## src/rtl/router_reg_gen.sv

```systemverilog
// Router packet register stage: forwards header/payload/parity bytes to the FIFO,
// absorbs bytes in a small skid buffer while the FIFO is full, and checks parity and length.
module router_reg_gen #(
  parameter int DW         = 8,
  parameter int SKID_DEPTH = 2,
  parameter int LEN_CHECK  = 1
) (
  input  logic                              clk,
  input  logic                              resetn,
  input  logic                              pkt_valid,
  input  logic                              fifo_full,
  input  logic                              detect_add,
  input  logic                              lfd_state,
  input  logic                              ld_state,
  input  logic                              laf_state,
  input  logic                              full_state,
  input  logic                              rst_int_reg,
  input  logic [DW-1:0]                     data_in,
  output logic [DW-1:0]                     data_out,
  output logic                              dout_vld,
  output logic                              parity_done,
  output logic                              low_pkt_valid,
  output logic                              err,
  output logic                              len_err,
  output logic                              skid_overflow,
  output logic [$clog2(SKID_DEPTH+1)-1:0]   skid_count
);
  localparam int PW = (SKID_DEPTH > 1) ? $clog2(SKID_DEPTH) : 1;
  localparam int CW = $clog2(SKID_DEPTH+1);
  localparam int LW = DW - 2;

  logic [DW-1:0] header_q;
  logic [DW-1:0] int_parity;
  logic [DW-1:0] pkt_parity;
  logic [LW-1:0] pay_cnt;
  logic          parity_done_d;
  logic [DW-1:0] skid_mem [SKID_DEPTH];
  logic [PW-1:0] rd_ptr;
  logic [PW-1:0] wr_ptr;

  logic          move, skid_empty, skid_full;
  logic          take, drop, push, pop, load_hdr, load_out;
  logic [DW-1:0] out_next;
  logic [DW-1:0] parity_next;

  function automatic logic [PW-1:0] ptr_inc(input logic [PW-1:0] p);
    return (p == PW'(SKID_DEPTH-1)) ? '0 : p + PW'(1);
  endfunction

  // Skid entries always drain before the current input byte is forwarded.
  always_comb begin
    move        = !detect_add && !full_state;
    skid_empty  = (skid_count == '0);
    skid_full   = (skid_count == CW'(SKID_DEPTH));
    take        = move && ld_state && (!fifo_full || !skid_full);
    drop        = move && ld_state && fifo_full && skid_full;
    push        = take && (fifo_full || !skid_empty);
    pop         = move && !fifo_full && !skid_empty && (ld_state || laf_state);
    load_hdr    = move && lfd_state;
    load_out    = load_hdr || (take && !fifo_full) || pop;
    out_next    = data_in;
    if (load_hdr)
      out_next = header_q;
    else if (pop)
      out_next = skid_mem[rd_ptr];
    parity_next = int_parity;
    if (load_hdr)
      parity_next = int_parity ^ header_q;
    else if (take && pkt_valid)
      parity_next = int_parity ^ data_in;
  end

  assign dout_vld = load_out && resetn;

  always_ff @(posedge clk or negedge resetn) begin
    if (!resetn) begin
      header_q      <= '0;
      int_parity    <= '0;
      pkt_parity    <= '0;
      pay_cnt       <= '0;
      parity_done_d <= 1'b0;
      rd_ptr        <= '0;
      wr_ptr        <= '0;
      skid_count    <= '0;
      data_out      <= '0;
      parity_done   <= 1'b0;
      low_pkt_valid <= 1'b0;
      err           <= 1'b0;
      len_err       <= 1'b0;
      skid_overflow <= 1'b0;
      for (int i = 0; i < SKID_DEPTH; i++) skid_mem[i] <= '0;
    end else begin
      if (detect_add) begin
        if (pkt_valid) header_q <= data_in;
        int_parity    <= '0;
        pkt_parity    <= '0;
        pay_cnt       <= '0;
        parity_done   <= 1'b0;
        parity_done_d <= 1'b0;
        err           <= 1'b0;
        len_err       <= 1'b0;
        skid_overflow <= 1'b0;
        rd_ptr        <= '0;
        wr_ptr        <= '0;
        skid_count    <= '0;
      end else begin
        if (load_out) data_out <= out_next;
        int_parity <= parity_next;
        if (take && pkt_valid && (pay_cnt != {LW{1'b1}}))
          pay_cnt <= pay_cnt + LW'(1);
        if (take && !pkt_valid) begin
          pkt_parity  <= data_in;
          parity_done <= 1'b1;
        end
        if (drop) skid_overflow <= 1'b1;
        if (push) begin
          skid_mem[wr_ptr] <= data_in;
          wr_ptr           <= ptr_inc(wr_ptr);
        end
        if (pop) rd_ptr <= ptr_inc(rd_ptr);
        if (push && !pop)
          skid_count <= skid_count + CW'(1);
        else if (pop && !push)
          skid_count <= skid_count - CW'(1);
        parity_done_d <= parity_done;
        // Checks run once, on the cycle after parity_done first rises.
        if (parity_done && !parity_done_d) begin
          err     <= (int_parity != pkt_parity);
          len_err <= (LEN_CHECK != 0) && (pay_cnt != header_q[DW-1:2]);
        end
      end
      if (rst_int_reg)
        low_pkt_valid <= 1'b0;
      else if (take && !pkt_valid)
        low_pkt_valid <= 1'b1;
    end
  end
endmodule
```

## config.mk

```make
export PLATFORM = sky130hd
export DESIGN_NAME = router_reg_gen
export DESIGN_NICKNAME = d
export VERILOG_FILES = /design/src/rtl/router_reg_gen.sv
export SDC_FILE = /design/constraint.sdc
export NUM_CORES = 1
export LEC_CHECK = 0
export CAP_MARGIN = 20
export CORE_UTILIZATION = 55
export CTS_CLUSTER_SIZE = 28
export DETAILED_ROUTE_END_ITERATION = 7
export MAX_ROUTING_LAYER = met4
export PLACE_DENSITY = 0.85
export SETUP_SLACK_MARGIN = 0.3
export SLEW_MARGIN = 20
export SYNTH_ARGS = -nofsm -noshare
export SYNTH_HDL_FRONTEND = slang
export SYNTH_SLANG_ARGS = --single-unit
export TNS_END_PERCENT = 1
```

## constraint.sdc

```tcl
create_clock -name clk -period 2 [get_ports clk]
set_input_delay 0.4 -clock clk [delete_from_list [all_inputs] [get_ports clk]]
set_output_delay 0.4 -clock clk [all_outputs]
set_load 0.1 [all_outputs]
```

==> impl_metrics.csv <==
group,metric,value,unit
global_routing,grt_antenna_before_repair,0,
layout,final_util,0.752,
yosys,synth_top_area_cell,"dfrtp_1",
sta,finalSetupViolCount,0,
setup_path,worstSetupEndpoint,"dout_vld",
setup_path,worstSetupPathType,"flip-flop to output port",
detailed_routing,antenna_left,0,
outcome,status,"complete, no violations",
yosys,netlist_instances,283,
setup_path,timing.rr.start,"skid_count[1]$_DFFE_PN0P_",
placed_design,finalWeightedCongestion,0.856,
yosys,yosysWarnings,0,
sta,rsz0062_at_grt,"true",
floorplanning,core-area,0.00561,sq mm
setup_path,r2r_slack,0.08,ns
layout,drive_gt1_frac,0.333,
yosys,synth_top_area_share,0.489,
placed_design,dpl_worst_slack,-0.225,ns
yosys,yosys-top-cells-count,"64 x dfrtp_1, 28 x mux2_2, 21 x nand2_1",
clock_network,clk_pin_slew,0.07,ns
clock_network,cts_max_level,3,
floorplanning,start_util,0.584,
pwr,p_int,0.00288,W
sta,fin_worst_skew,0.00576,ns
detailed_routing,drt-pass1-iter-count,4,
sta,tns,0,ns
setup_path,reg2reg_to,"data_out[7]$_DFFE_PN0P_",
pwr,power,0.00412,W
yosys,synth_area_per_cell,11.6,sq um
setup_path,cp-end-kind,"output port",
pwr,comb_power_share,0.233,
yosys,synth_edf_count,0,
floorplanning,row_count,27,
detailed_routing,post_drt_wl_per_cell,18.6,microns
detailed_routing,routed_wl,7850,microns
setup_path,crit_path_start_kind,"flip-flop",
yosys,ys_types,58,
global_routing,grt_pass1_vias,2641,
floorplanning,die-area,0.00627,sq mm
layout,syn_to_final_growth,28.8,%
sta,tightest_slew,0.499,ns
clock_network,cts_buffers,9,
detailed_routing,vias,2538,
yosys,async_flop_share,1.00,
sta,slew_headroom,0.668,
min_path,hp-class,"input pin to async pin",
layout,fillers,372,
pwr,leakagePower,1.91,nW
pwr,power.density,977,mW/mm^2
clock_network,cts_tree,"built",
placed_design,io_buffers,33,
clock_network,insertion_delay,0.34,ns
clock_network,cts_sinks,64,
floorplanning,pin_count,34,
floorplanning,die_h,79.2,microns
setup_path,cp-startpoint,"skid_count[1]$_DFFE_PN0P_",
sta,min_period_over_period,0.978,
sta,slew_viol_final,0,
setup_path,critPathMaxFanout,2,
layout,design_area,0.00422,sq mm
layout,final_nets,365,
yosys,synth-seq-area-share,0.489,
detailed_routing,route.detailed.drc,0,
global_routing,globalRouteTotalUtil,0.286,
yosys,syn-num-nets,302,
setup_path,crit_arrival,1.56,ns
sta,fin_ws,0.0448,ns
global_routing,grt_pass1_wl,13100,microns
pwr,ir_drop,605,uV
yosys,syn_area,0.00328,sq mm
global_routing,grt_start_max_net_pins,65,
placed_design,placed_area,0.00388,sq mm
yosys,synth_most_common_cell,"dfrtp_1",
global_routing,grt_overflow,0,
layout,diodes,0,
flow_run,drv_cap,0,
yosys,synthTopCellsByArea,"dfrtp_1 49%, mux2_2 9.6%, xor2_1 3.7%, nand2_1 2.4%, xnor2_1 2.4%",
yosys,ys_ff_latch,64,
sta,period_minus_slack,1.96,ns
detailed_routing,via_per_inst,6.00,
setup_path,crit_required,1.60,ns
pwr,pwr-share-seq,0.379,
placed_design,post-dp-hpwl,5300,microns
detailed_routing,drt_iter0_markers,231,
clock_network,cts_root_buf,"clkbuf_8",
setup_path,rr_worst_depth,6,
floorplanning,die_x,79.2,microns
pwr,power_frac_clock,0.388,
yosys,synth_flop_cell,"dfrtp_1",
pwr,power_switching,0.00124,W
pwr,switching_share,0.302,
sta,finalHoldViolations,0,
clock_network,cts.path.max_buffers,2,
sta,fmax,511,MHz
[cells by family after synthesis]
family                   synth area share
AND/OR/NAND/NOR                     0.132
multiplexers                        0.146
buffers and inverters              0.0313
AO/OA/AOI/OAI                       0.132
adder cells (fa/ha/maj)           0.00382
XOR/XNOR                           0.0665
flip-flops                          0.489
[power groups by stage]
stage / Sequential, W / Combinational, W / Clock, W
global placement: 0.00158 / 0.000918 / 0
global route: 0.00158 / 0.00101 / 0.00167
CTS: 0.00156 / 0.000961 / 0.00162
floorplan: 0.00189 / 0.000344 / 0
finish: 0.00156 / 0.000961 / 0.00160
detailed placement: 0.00159 / 0.000936 / 0
[how the worst min path moves through the flow]
stage | startpoint | to | slack (ns)
2_1_floorplan | resetn | data_out[0]$_DFFE_PN0P_ | 0.10
3_5_place_dp | skid_mem[9]$_DFFE_PN0P_ | skid_mem[9]$_DFFE_PN0P_ | 0.49
3_3_place_gp | skid_mem[11]$_DFFE_PN0P_ | skid_mem[11]$_DFFE_PN0P_ | 0.48
4_1_cts | resetn | pkt_parity[2]$_DFFE_PN0P_ | 0.15
5_1_grt | resetn | parity_done_d$_DFF_PN0_ | 0.17
6_report | resetn | int_parity[2]$_DFFE_PN0P_ | 0.15
[per-layer routing]
layer / track usage / wire length (microns) / vias up
li1: - / - / 1158
met1: 0.353 / 3250 / 1274
met2: 0.466 / 3970 / 91
met3: 0.0621 / 482 / 15
met4: 0.102 / 142 / 0
met5: - / 0 / -
[placed cells by master (no fill, tap or decap), types with 5 or more instances in the layout]
cell type	n
buf_12	7
a221o_1	5
nand2_1	21
mux2i_1	5
a32oi_1	8
xor2_1	14
clkdlybuf4s50_1	11
mux2_1	6
bufinv_16	5
dfrtp_1	62
mux2_2	28
buf_4	43
o21ai_0	9
dlygate4sd2_1	5
inv_1	7
xnor2_1	9
clkbuf_8	9
and2_1	6
a21oi_1	5
nor2_1	17
[registers in the layout (all words and copies together), names as in the netlist, 2 cells and up]
signal,flops
data_out,8
header_q,8
int_parity,8
pay_cnt,6
pkt_parity,8
skid_count,2
skid_mem,16
[final cells by class]
type | count | area [sq um] | share of cell area
well taps | 72 | 90.1 | 0.0214
clock inverters | 7 | 166 | 0.0394
multi-input cells | 197 | 1580 | 0.375
repair buffers | 67 | 622 | 0.147
inverters | 7 | 26.3 | 0.00623
flip-flops and latches | 64 | 1610 | 0.381
clock buffers | 9 | 124 | 0.0294
[what timing repair did]
item	4_1_cts	5_1_grt
hold buffers	0	0
gates resized for setup	5	3
setup endpoints to repair	49	56
setup buffers	5	1
pin swaps	3	1
[worst max-delay path: stages (launching register included)]
cell and delay, ns:
dfrtp_4 0.49, o21ai_2 0.15, a21oi_2 0.06, o21a_1 0.19
and2_4 0.15, buf_12 0.16
[metrics by stage]
step                hold WS [ns]  std cells
finish                     0.154        423
global route               0.169        423
CTS                        0.153        422
detailed placement         0.485        401
global placement           0.476        401
floorplan                  0.104        283
No activity file was read; power rests on OpenSTA's default activity.
